### src/rtl/hex_digest_rx_if.sv
// Byte stream from uart_rx into the hex-digest receiver.
// byteReady is a one-cycle strobe qualifying dataIn.
interface hex_digest_rx_if;
  logic       byteReady;
  logic [7:0] dataIn;

  modport master (output byteReady, output dataIn);
  modport slave  (input  byteReady, input  dataIn);
endinterface

### src/rtl/hex_digest_rx.sv
// Receive side of the hex-digest link: decodes ASCII hex into a NIBBLES*4-bit digest
// (first character in the MSBs) and reports match/mismatch against the local hash.
module hex_digest_rx #(
  parameter int unsigned NIBBLES     = 64,
  parameter int unsigned TIMEOUT_CYC = 27000000
) (
  input  logic                           clk,
  input  logic                           reset_n,
  hex_digest_rx_if.slave                 rx,
  input  logic                           clear,
  input  logic [NIBBLES*4-1:0]           expected,
  input  logic                           expected_valid,
  output logic [NIBBLES*4-1:0]           digest,
  output logic [$clog2(NIBBLES+1)-1:0]   nib_count,
  output logic                           digest_valid,
  output logic                           match,
  output logic                           mismatch,
  output logic                           err
);

  localparam int unsigned DW    = NIBBLES * 4;
  localparam int unsigned CW    = $clog2(NIBBLES + 1);
  localparam int unsigned TMO_W = $clog2(TIMEOUT_CYC + 1);
  localparam logic [TMO_W-1:0] TMO_LIM  = TMO_W'(TIMEOUT_CYC);
  localparam logic [CW-1:0]    CNT_ONE  = CW'(1);
  localparam logic [CW-1:0]    CNT_LAST = CW'(NIBBLES - 1);
  localparam logic [CW-1:0]    CNT_FULL = CW'(NIBBLES);

  typedef enum logic [1:0] {IDLE, COLLECT, DONE} state_t;

  state_t           state_q, state_d;
  logic [DW-1:0]    digest_d;
  logic [CW-1:0]    cnt_d;
  logic [TMO_W-1:0] tmo_q, tmo_d;
  logic             dv_d, match_d, mism_d, err_d;

  logic             is_hex, is_sep;
  logic [3:0]       nib;

  // ASCII decode of the received byte
  always_comb begin
    is_hex = 1'b0;
    is_sep = 1'b0;
    nib    = 4'h0;
    if (rx.dataIn >= 8'h30 && rx.dataIn <= 8'h39) begin
      is_hex = 1'b1;
      nib    = 4'(rx.dataIn - 8'h30);
    end else if (rx.dataIn >= 8'h61 && rx.dataIn <= 8'h66) begin
      is_hex = 1'b1;
      nib    = 4'(rx.dataIn - 8'h57);
    end else if (rx.dataIn >= 8'h41 && rx.dataIn <= 8'h46) begin
      is_hex = 1'b1;
      nib    = 4'(rx.dataIn - 8'h37);
    end else if (rx.dataIn == 8'h0D || rx.dataIn == 8'h0A || rx.dataIn == 8'h20) begin
      is_sep = 1'b1;
    end
  end

  // Next-state and next-output logic
  always_comb begin
    state_d  = state_q;
    digest_d = digest;
    cnt_d    = nib_count;
    tmo_d    = tmo_q;
    dv_d     = 1'b0;
    err_d    = 1'b0;
    match_d  = match;
    mism_d   = mismatch;

    if (clear) begin
      state_d  = IDLE;
      digest_d = '0;
      cnt_d    = '0;
      tmo_d    = '0;
      match_d  = 1'b0;
      mism_d   = 1'b0;
    end else begin
      unique case (state_q)
        IDLE, DONE: begin
          tmo_d = '0;
          if (state_q == DONE) begin
            state_d = IDLE;
            dv_d    = 1'b1;
            if (expected_valid) begin
              match_d = (digest == expected);
              mism_d  = (digest != expected);
            end
          end
          // A byte arriving in DONE is treated as the first byte of the next digest
          if (rx.byteReady) begin
            if (is_hex) begin
              state_d  = (CNT_ONE == CNT_FULL) ? DONE : COLLECT;
              digest_d = DW'(nib);
              cnt_d    = CNT_ONE;
              if (state_q == IDLE) begin
                match_d = 1'b0;
                mism_d  = 1'b0;
              end
            end else if (!is_sep) begin
              err_d = 1'b1;
            end
          end
        end
        COLLECT: begin
          if (tmo_q >= TMO_LIM) begin
            state_d  = IDLE;
            digest_d = '0;
            cnt_d    = '0;
            tmo_d    = '0;
            err_d    = 1'b1;
          end else if (rx.byteReady && is_hex) begin
            digest_d = {digest[DW-5:0], nib};
            cnt_d    = nib_count + CNT_ONE;
            tmo_d    = '0;
            if (nib_count == CNT_LAST) state_d = DONE;
          end else if (rx.byteReady && !is_sep) begin
            state_d  = IDLE;
            digest_d = '0;
            cnt_d    = '0;
            tmo_d    = '0;
            err_d    = 1'b1;
          end else if (tmo_q != TMO_LIM) begin
            tmo_d = tmo_q + TMO_W'(1);
          end
        end
        default: state_d = IDLE;
      endcase
    end
  end

  // State and output registers
  always_ff @(posedge clk or negedge reset_n) begin
    if (!reset_n) begin
      state_q      <= IDLE;
      digest       <= '0;
      nib_count    <= '0;
      tmo_q        <= '0;
      digest_valid <= 1'b0;
      match        <= 1'b0;
      mismatch     <= 1'b0;
      err          <= 1'b0;
    end else begin
      state_q      <= state_d;
      digest       <= digest_d;
      nib_count    <= cnt_d;
      tmo_q        <= tmo_d;
      digest_valid <= dv_d;
      match        <= match_d;
      mismatch     <= mism_d;
      err          <= err_d;
    end
  end

endmodule
### src/flat_wrapper.sv
// flat-port wrapper written by rule: the top's interface ports become plain ports
module hex_digest_rx_flat 
#(
  parameter int unsigned NIBBLES     = 64,
  parameter int unsigned TIMEOUT_CYC = 27000000
)
  (clk, reset_n, clear, expected, expected_valid, digest, nib_count, digest_valid, match, mismatch, err, rx_byteReady, rx_dataIn);
  hex_digest_rx_if rx_i ();
  input  logic clk;
  input  logic reset_n;
  input  logic clear;
  input  logic [NIBBLES*4-1:0] expected;
  input  logic expected_valid;
  output logic [NIBBLES*4-1:0] digest;
  output logic [$clog2(NIBBLES+1)-1:0] nib_count;
  output logic digest_valid;
  output logic match;
  output logic mismatch;
  output logic err;
  input wire logic [$bits(rx_i.byteReady)-1:0] rx_byteReady;
  input wire logic [$bits(rx_i.dataIn)-1:0] rx_dataIn;
  assign rx_i.byteReady = rx_byteReady;
  assign rx_i.dataIn = rx_dataIn;
  hex_digest_rx #(.NIBBLES(NIBBLES), .TIMEOUT_CYC(TIMEOUT_CYC)) u_core (.clk(clk), .reset_n(reset_n), .rx(rx_i), .clear(clear), .expected(expected), .expected_valid(expected_valid), .digest(digest), .nib_count(nib_count), .digest_valid(digest_valid), .match(match), .mismatch(mismatch), .err(err));
endmodule
### config.mk
export PLATFORM = sky130hd
export DESIGN_NAME = hex_digest_rx_flat
export DESIGN_NICKNAME = d
export VERILOG_FILES = /design/src/rtl/hex_digest_rx_if.sv /design/src/rtl/hex_digest_rx.sv /design/src/flat_wrapper.sv
export SDC_FILE = /design/constraint.sdc
export NUM_CORES = 1
export LEC_CHECK = 0
export CORE_AREA = 3 3 210 212
export CTS_CLUSTER_DIAMETER = 100
export DETAILED_ROUTE_END_ITERATION = 6
export DIE_AREA = 0 0 213 215
export GPL_ROUTABILITY_DRIVEN = 0
export PLACE_DENSITY_LB_ADDON = 0.25
export SETUP_SLACK_MARGIN = 0.5
export SYNTH_ARGS = -nofsm -noshare
export SYNTH_HDL_FRONTEND = slang
export SYNTH_SLANG_ARGS = --single-unit
### constraint.sdc
create_clock -name clk -period 2.8 [get_ports clk]
set_input_delay 0.56 -clock clk [delete_from_list [all_inputs] [get_ports clk]]
set_output_delay 0.56 -clock clk [all_outputs]
set_load 0.005 [all_outputs]
Word level (Yosys, flattened, before mapping)
Index checks and enable logic that the tools add are counted.

Flip-flop bits (word level): 294. Output and inout bits: 267. Word-level logic and storage cells: 113.

$add $sub $neg: 5. Order comparisons: 7. Equal/unequal tests: 14. Muxes and demuxes: 64. Reduce and logical (&&, ||, !) cells: 15.

Operators with widths (count): 256-bit two-way mux (6); 256-bit one-hot mux with 2 select lines (1); 256-bit equality test (1); 256-bit != test (1); 25-bit two-way mux (5); 25-bit one-hot mux with 2 select lines (1); 7-bit two-way mux (6); 1-bit two-way mux (31); 25-bit by 1-bit adder with 25-bit output, second input constant (1); 25-bit greater-or-equal comparator, second input constant (1); 25-bit != test, second input constant (1); 8-bit by 4-bit equality test with 1-bit output, second input constant (2); 8-bit by 7-bit greater-or-equal comparator with 1-bit output, second input constant (2); 8-bit by 7-bit <= comparator with 1-bit output, second input constant (2); 2-bit two-way mux (8); 7-bit one-hot mux with 2 select lines (1); 4-bit two-way mux (3); 8-bit by 6-bit equality test with 1-bit output, second input constant (1); 8-bit by 6-bit greater-or-equal comparator with 1-bit output, second input constant (1); 8-bit by 6-bit <= comparator with 1-bit output, second input constant (1); 4-bit by 3-bit subtractor with 4-bit output, second input constant (2); 7-bit by 1-bit adder with 7-bit output, second input constant (1); 7-bit by 6-bit equality test with 1-bit output, second input constant (1); 6-bit by 2-bit != test with 1-bit output, second input constant (1); 18 further kinds (24).

Depth between registers and ports, before layout
Gate-level depths: netlist of run 1.

Word-level depth: 14. Mapped depth: 11. Gate-level depth less buffers: 8.

Worst setup path before layout of run 1
No wires, ideal clock.

Path kind: input to register. From: input port rx_dataIn[0]. To: register u_core.digest[2]. Arrival time: 2.535 ns. Data required time: 2.675 ns. Path slack: 0.140 ns. Stages: 10. Path buffers: 2. Path through: inv_1 ha_1 inv_1 o311a_1 o21ai_1 nor2_1 a211oi_2 buf_2 buf_4 mux2_2.

Word-level cells in the longest chain between the ends: 11. Elaborated cells between the ends (all ways): 39.

Ends and longest elaborated chain: start: declaration (line flat_wrapper.sv:21) `input wire logic [$bits(rx_i.dataIn)-1:0] rx_dataIn;`; parallel branches: the longest is 11 deep, another holds 8-bit by 7-bit greater-or-equal comparator with 1-bit output; end signal: assignment (line hex_digest_rx.sv:144) `digest <= digest_d;`; end: declaration (line hex_digest_rx.sv:13) `output logic [NIBBLES*4-1:0] digest,`.

Parallel ways; which one is timed is not known. The select of a mux whose other input is x is not followed. A chain may end at the register's enable or synchronous reset.

Final worst setup path of run 1
From: input port expected[151]. To: register u_core.mismatch.

Word-level cells in the longest chain between the ends: 8.

Ends and longest elaborated chain: start: declaration (line flat_wrapper.sv:12) `input logic [NIBBLES*4-1:0] expected;`; 256-bit != test * (line hex_digest_rx.sv:86) `mism_d = (digest != expected);`; 1-bit two-way mux * (line hex_digest_rx.sv:84) `if (expected_valid) begin`; 1-bit two-way mux * (line hex_digest_rx.sv:81) `if (state_q == DONE) begin`; 1-bit two-way mux (line hex_digest_rx.sv:95) `if (state_q == IDLE) begin`; 1-bit two-way mux (line hex_digest_rx.sv:91) `if (is_hex) begin`; 1-bit two-way mux * (line hex_digest_rx.sv:90) `if (rx.byteReady) begin`; 1-bit two-way mux * (line hex_digest_rx.sv:78) `unique case (state_q)`; 1-bit two-way mux * (line hex_digest_rx.sv:70) `if (clear) begin`; end signal: assignment (line hex_digest_rx.sv:149) `mismatch <= mism_d;`; end: declaration (line hex_digest_rx.sv:17) `output logic mismatch,`.

Mark *: on every way between the ends. The rest lies on a longest branch, timed or not. The select of a mux whose other input is x is not followed.

==> results of run 1 <==
[per-layer routing]
layer,vias to the layer above,share of wire [%]
met4,6,3.6
met3,108,8.0
met2,705,49
li1,5774,-
met5,-,0.057
met1,6805,40
[through the flow]
stage / power [uW] / hold WS (ns) / instance area (um2)
final: 10100 / -0.0138 / 24600
after floorplan: 4590 / 0.264 / 13900
after global placement: 5340 / 0.499 / 21000
after CTS: 9970 / 0.0144 / 23400
after detailed placement: 5350 / 0.517 / 21000
after global routing: 10400 / 0.0129 / 24600
[cells in the mapped netlist (4+ instances only)]
library cell    n  area [um2]
a211o_1         4        35.0
a22o_1        255        2230
and3_1          7        43.8
buf_1           4        15.0
buf_2          22         110
buf_6           8        90.1
clkbuf_1       26        97.6
dfrtp_1       294        7360
ha_1            7        87.6
inv_1           9        33.8
mux2_1          4        45.0
nand2_1        19        71.3
nand3_1        11        55.1
nand4_1        23         144
nor2_1         33         124
nor3_1          7        35.0
nor4_1         75         469
xnor2_1         6        52.6
xor2_1        275        2410
[how the worst min path moves through the flow]
stage / start / endpoint / slack (ns) / cells after the start
5_1_grt: reset_n / u_core.digest[19] / 0.01 / 1
3_3_place_gp: u_core.tmo_q[24] / u_core.tmo_q[24] / 0.50 / 2
2_1_floorplan: reset_n / u_core.digest[0] / 0.26 / 0
3_5_place_dp: u_core.mismatch / u_core.mismatch / 0.52 / 1
4_1_cts: reset_n / u_core.digest[251] / 0.01 / 1
6_report: reset_n / u_core.digest[19] / -0.01 / 1
[timing repair]
item | 4_1_cts | 5_1_grt
endpoints found under the setup margin | 291 | 241
buffers inserted | 40 | 22
pin swaps | 28 | 149
resized for setup | 123 | 106
cloned | 13 | 27
[flip-flops by register name, summed over array words and instances (netlist names)]
register and count:
u_core.digest 256, u_core.digest_valid 1, u_core.err 1, u_core.match 1
u_core.mismatch 1, u_core.nib_count 7, u_core.state_q 2, u_core.tmo_q 25
[power groups by stage]
stage               Sequential, uW  Combinational (uW)  Clock, uW
floorplan                     4340                 253          0
global placement              4340                1000          0
detailed placement            4340                1010          0
CTS                           4260                1110       4600
global route                  4260                1350       4800
finish                        4260                1290       4550
[logic make-up (layout without fill, tap and decap cells)]
logic type / after synthesis / count (layout) / synth area share (%)
XOR/XNOR: 281 / 281 / 17.8
flip-flops: 294 / 294 / 53.1
AO/OA/AOI/OAI: 285 / 285 / 17.8
AND/OR/NAND/NOR: 188 / 188 / 7.63
adder cells (fa/ha/maj): 7 / 7 / 0.632
buffers and inverters: 70 / 858 / 2.55
multiplexers: 7 / 7 / 0.559
other: 0 / 4 / 0
[cell type report]
| cell class | instances | area, um2 | area share, % |
|---|---|---|---|
| timing repair buffer | 788 | 8650 | 35.2 |
| sequential | 294 | 7380 | 30.0 |
| multi-input combinational | 768 | 6650 | 27.1 |
| clock buffer | 51 | 1050 | 4.26 |
| tap | 539 | 674 | 2.74 |
| clock inverter | 10 | 108 | 0.438 |
| inverter | 9 | 58.8 | 0.239 |
| antenna | 4 | 10.0 | 0.0407 |
==> results.toml, run 1 <==
[outcome]
outcome = "complete, but fails checks"
violations = "negative hold slack"

[cts]
hold_buffers = 0
cts_made_buffers = 35
tritoncts = "done"
clock_path_buffers = 3
cts_htree_levels = 2
cts_root_buffer = "clkbuf_16"
clock-sinks = 294
clk_latency_ns = 0.52
clk_pin_slew_ns = 0.05

[synthesis]
synth_seq_cells = 294
ys_types = 53
syn_area_per_cell_um2 = 12.2
syn_area_um2 = 13900
netlist_instances = 1132
yosysWarnings = 0
synth_fp_nets = 1408
synth-edff-count = 0
ys_seq_area_share_pct = 53.1
async_flop_share_pct = 100
yosys_most_used_dff = "dfrtp_1"

[layout]
final_util_pct = 58.3
final_cell_mix = "clkdlybuf4s50_1, dfrtp_1, xor2_1, a22o_1, buf_4"
drive_gt1_share_pct = 20.8
fin_nets = 2172
area.growth.synth_to_final_pct = 77.3
layout.cells.non_filler = 2463
layout_commonest_cell = "clkdlybuf4s50_1"
num-fill-cells = 3462

[sta]
timing.final.ws_setup_ns = 0.275
hold_violations = 4
whs_ns = -0.0138
rsz0062_at_grt = "yes"
fin_tns_setup_ns = 0
fin_crit_sh_pct = 90.2
fin_skew_ns = 0.0210
relSlewSlack_pct = 54.5
tightest_slew_ns = 0.680
max_clock_freq_mhz = 396
setup_viol_count_final = 0
drv_slew = 0
fin_crit_ns = 2.52

[floorplanning]
core_area_um2 = 42100
die_y_um = 215
rows = 75
die_w_um = 213
ios = 536
initial_core_util_pct = 32.9
die-area_um2 = 45800

[place]
io_buffers = 535
place_inst = 2296
dp_hpwl_mm = 54.7
place_ws_ns = -0.879

[setup_path]
worstPathBufferInverterCount = 4
arrival_ns = 2.92
reg2reg_to = "u_core.mismatch"
crit_path_start_kind = "input pin"
critical_path.slowest_cell = "nor4_2"
crit_family = "simple AND/OR/NAND/NOR gates"
crit_path_max_incr_delay_ns = 0.43
cp.depth = 10
cp_max_fo = 2
r2r_start = "u_core.digest[116]"
reg2reg_depth = 9
worstPathCellList = "clkdlybuf4s50_1 > xor2_1 > nor4_2 > buf_4 > nand4_1 > nor4_4 > buf_4 > nand4_1 > buf_6 > a32o_1"
critPathRequiredTime_ns = 3.20
cp-end-kind = "register"
r2r_slack_ns = 0.28
crit_type = "input pin to register"
crit_path_start = "expected[151]"
endpoint = "u_core.mismatch"

[power_and_ir_drop]
p_sw_share_pct = 24.2
power_frac_comb_pct = 12.7
cellPowerDensity_nw_per_um2 = 411
pwr-share-seq_pct = 42.2
clkPwrFrac_pct = 45.1
internal_power_uw = 7660
p_leak_uw = 0.0114
p_sw_uw = 2440
ir_worst_vdd_mv = 0.302

[global_route]
antenna_found_initial = 8
grt_pass1_wl_mm = 97.5
grt-busiest-layer = "met2"
grt.overflow.total = 0
grt_usage_pct = 29.5
grt_max_degree = 66
met3_usage_pct = 6.10
use_met2_pct = 49.2
grt_pass1_vias = 13540
grt_util_met1_pct = 37.7

[drt]
via_per_inst = 5.44
drc = 0
drt_pass1_iterations = 5
vias = 13398
ant_nets = 0
drt_iter0_markers = 986
wl_mm = 72.4
wire_per_inst_um = 29.4

[flow_run]
max_cap_viol_count = 0

[worst_hold_path]
hold_path_class = "input pin to asynchronous set/reset pin"
Note: power is estimated with default switching activity, not from simulation.
==> run 2: changes to the inputs <==
--- a/config.mk
+++ b/config.mk
@@ -10,6 +10,7 @@
 export DETAILED_ROUTE_END_ITERATION = 6
 export DIE_AREA = 0 0 213 215
 export GPL_ROUTABILITY_DRIVEN = 0
+export HOLD_SLACK_MARGIN = 0.02
 export PLACE_DENSITY_LB_ADDON = 0.25
 export SETUP_SLACK_MARGIN = 0.5
 export SYNTH_ARGS = -nofsm -noshare
==> run 2 against run 1 <==
  * The run now ends clean
  * Register-to-register slack hardly changed
  * Maximum frequency hardly changed
  * Sequential power hardly changed
  * Worst hold slack better by 0.55 ns
  * Total power hardly changed
  * Sequential cell count stayed put
  * Die area stayed put
  * Final cell count hardly changed
  * Highest routed layer unchanged
==> results.toml, run 2 (synthesis results as in run 1) <==
[outcome]
outcome = "finished, final reports clean"

[setup_path]
crit_type = "input pin to register"
cp_max_fo = 2
arrival_ns = 2.92
cp-end-kind = "register"
critPathRequiredTime_ns = 3.20
reg2reg_depth = 9
crit_path_start_kind = "input pin"

[global_route]
grt.overflow.total = 0
antenna_found_initial = 8
grt_pass1_vias = 13540
grt-busiest-layer = "met2"
grt_pass1_wl_mm = 97.5
grt_util_met1_pct = 37.7
use_met2_pct = 49.2
grt_usage_pct = 29.5
met3_usage_pct = 6.10
grt_max_degree = 66

[sta]
drv_slew = 0
fin_crit_sh_pct = 90.2
relSlewSlack_pct = 54.2
hold_violations = 0
tightest_slew_ns = 0.685
fin_crit_ns = 2.53
setup_viol_count_final = 0
fin_skew_ns = 0.0229
max_clock_freq_mhz = 396
fin_tns_setup_ns = 0
rsz0062_at_grt = "yes"

[drt]
wire_per_inst_um = 29.3
drt_pass1_iterations = 5
wl_mm = 72.2
ant_nets = 0
drc = 0
via_per_inst = 5.44
vias = 13409
drt_iter0_markers = 907

[cts]
clock-sinks = 294
clk_latency_ns = 0.52
tritoncts = "done"
cts_made_buffers = 35
clock_path_buffers = 3
clk_pin_slew_ns = 0.05
cts_root_buffer = "clkbuf_16"
cts_htree_levels = 2

[floorplanning]
initial_core_util_pct = 32.9
core_area_um2 = 42100
die_w_um = 213
die_y_um = 215
rows = 75
ios = 536
die-area_um2 = 45800

[layout]
design_area_um2 = 24600
largest_reg_flops = 256
reg_top3 = "u_core.digest x256, u_core.tmo_q x25, u_core.nib_count x7"
area.growth.synth_to_final_pct = 77.4
layout_commonest_cell = "clkdlybuf4s50_1"
fin_nets = 2173
top_register = "u_core.digest"
drive_gt1_share_pct = 20.8
final_cell_mix = "clkdlybuf4s50_1, dfrtp_1, xor2_1, a22o_1, buf_4"

[place]
place_area_um2 = 21000
dp_hpwl_mm = 54.7
io_buffers = 535

[worst_hold_path]
hold_path_class = "register to register"
hold_depth = 1

[flow_run]
max_cap_viol_count = 0

[power_and_ir_drop]
cellPowerDensity_nw_per_um2 = 411
p_leak_uw = 0.0114
ir_worst_vdd_mv = 0.304
## run 2: cell count changes in the layout (fill, tap and decap cells not counted)
cell           previous run  this run
dlygate4sd3_1             0         1
diode_2                   4         5
## run 2: repair_timing
item,in CTS,in global routing
buffers inserted,40,22
hold endpoints to repair,3,0
endpoints found under the setup margin,291,241
gates resized for setup,123,106
hold buffers,1,0
pin swaps,28,149
cloned,13,27
## run 2: final timing paths
check                              startpoint                  to  slack, ns
min in group asynchronous             reset_n  u_core.digest[251]       0.57
min                           u_core.mismatch     u_core.mismatch       0.54
max reg2reg                u_core.digest[116]     u_core.mismatch       0.29
min reg2reg                   u_core.mismatch     u_core.mismatch       0.54
max                             expected[151]     u_core.mismatch       0.27
max in group asynchronous             reset_n    u_core.tmo_q[23]       1.39
## run 2: per-stage QoR
step                util, %  hold slack [ns]  total power, uW  worst slack (ns)  cells
floorplan                 -            0.264             4590             0.335   1132
global placement       49.9            0.499             5340            -0.910   2296
detailed placement     49.9            0.517             5350            -0.879   2296
CTS                    55.6            0.532             9970             0.300   2411
global route           58.4            0.571            10400             0.257   2464
finish                 58.4            0.537            10100             0.275   2465
## run 2: report_power, final
group,internal (uW),switching (uW)
sequential,4250,7.19
combinational,703,583
clock,2700,1850
## run 2: cell type report
class	count	area, um2
diodes	5	12.5
clock buffers	51	1050
clock inverters	10	108
repair buffers	789	8660
fillers	3460	17500
well taps	539	674
inverters	9	58.8
flip-flops and latches	294	7380
multi-input cells	768	6650
## run 2: critical path, cell delays in order
cell and delay (ns):
clkdlybuf4s50_1 0.42, xor2_1 0.16, nor4_2 0.43, buf_4 0.18, nand4_1 0.19, nor4_4 0.37, buf_4 0.15, nand4_1 0.09
buf_6 0.16, a32o_1 0.21
## run 2: per-layer routing
layer / part of all wire, % / vias to the layer above
met1: 39 / 6803
met5: 0.037 / -
met2: 49 / 709
met3: 8.2 / 119
met4: 3.8 / 4
li1: - / 5774
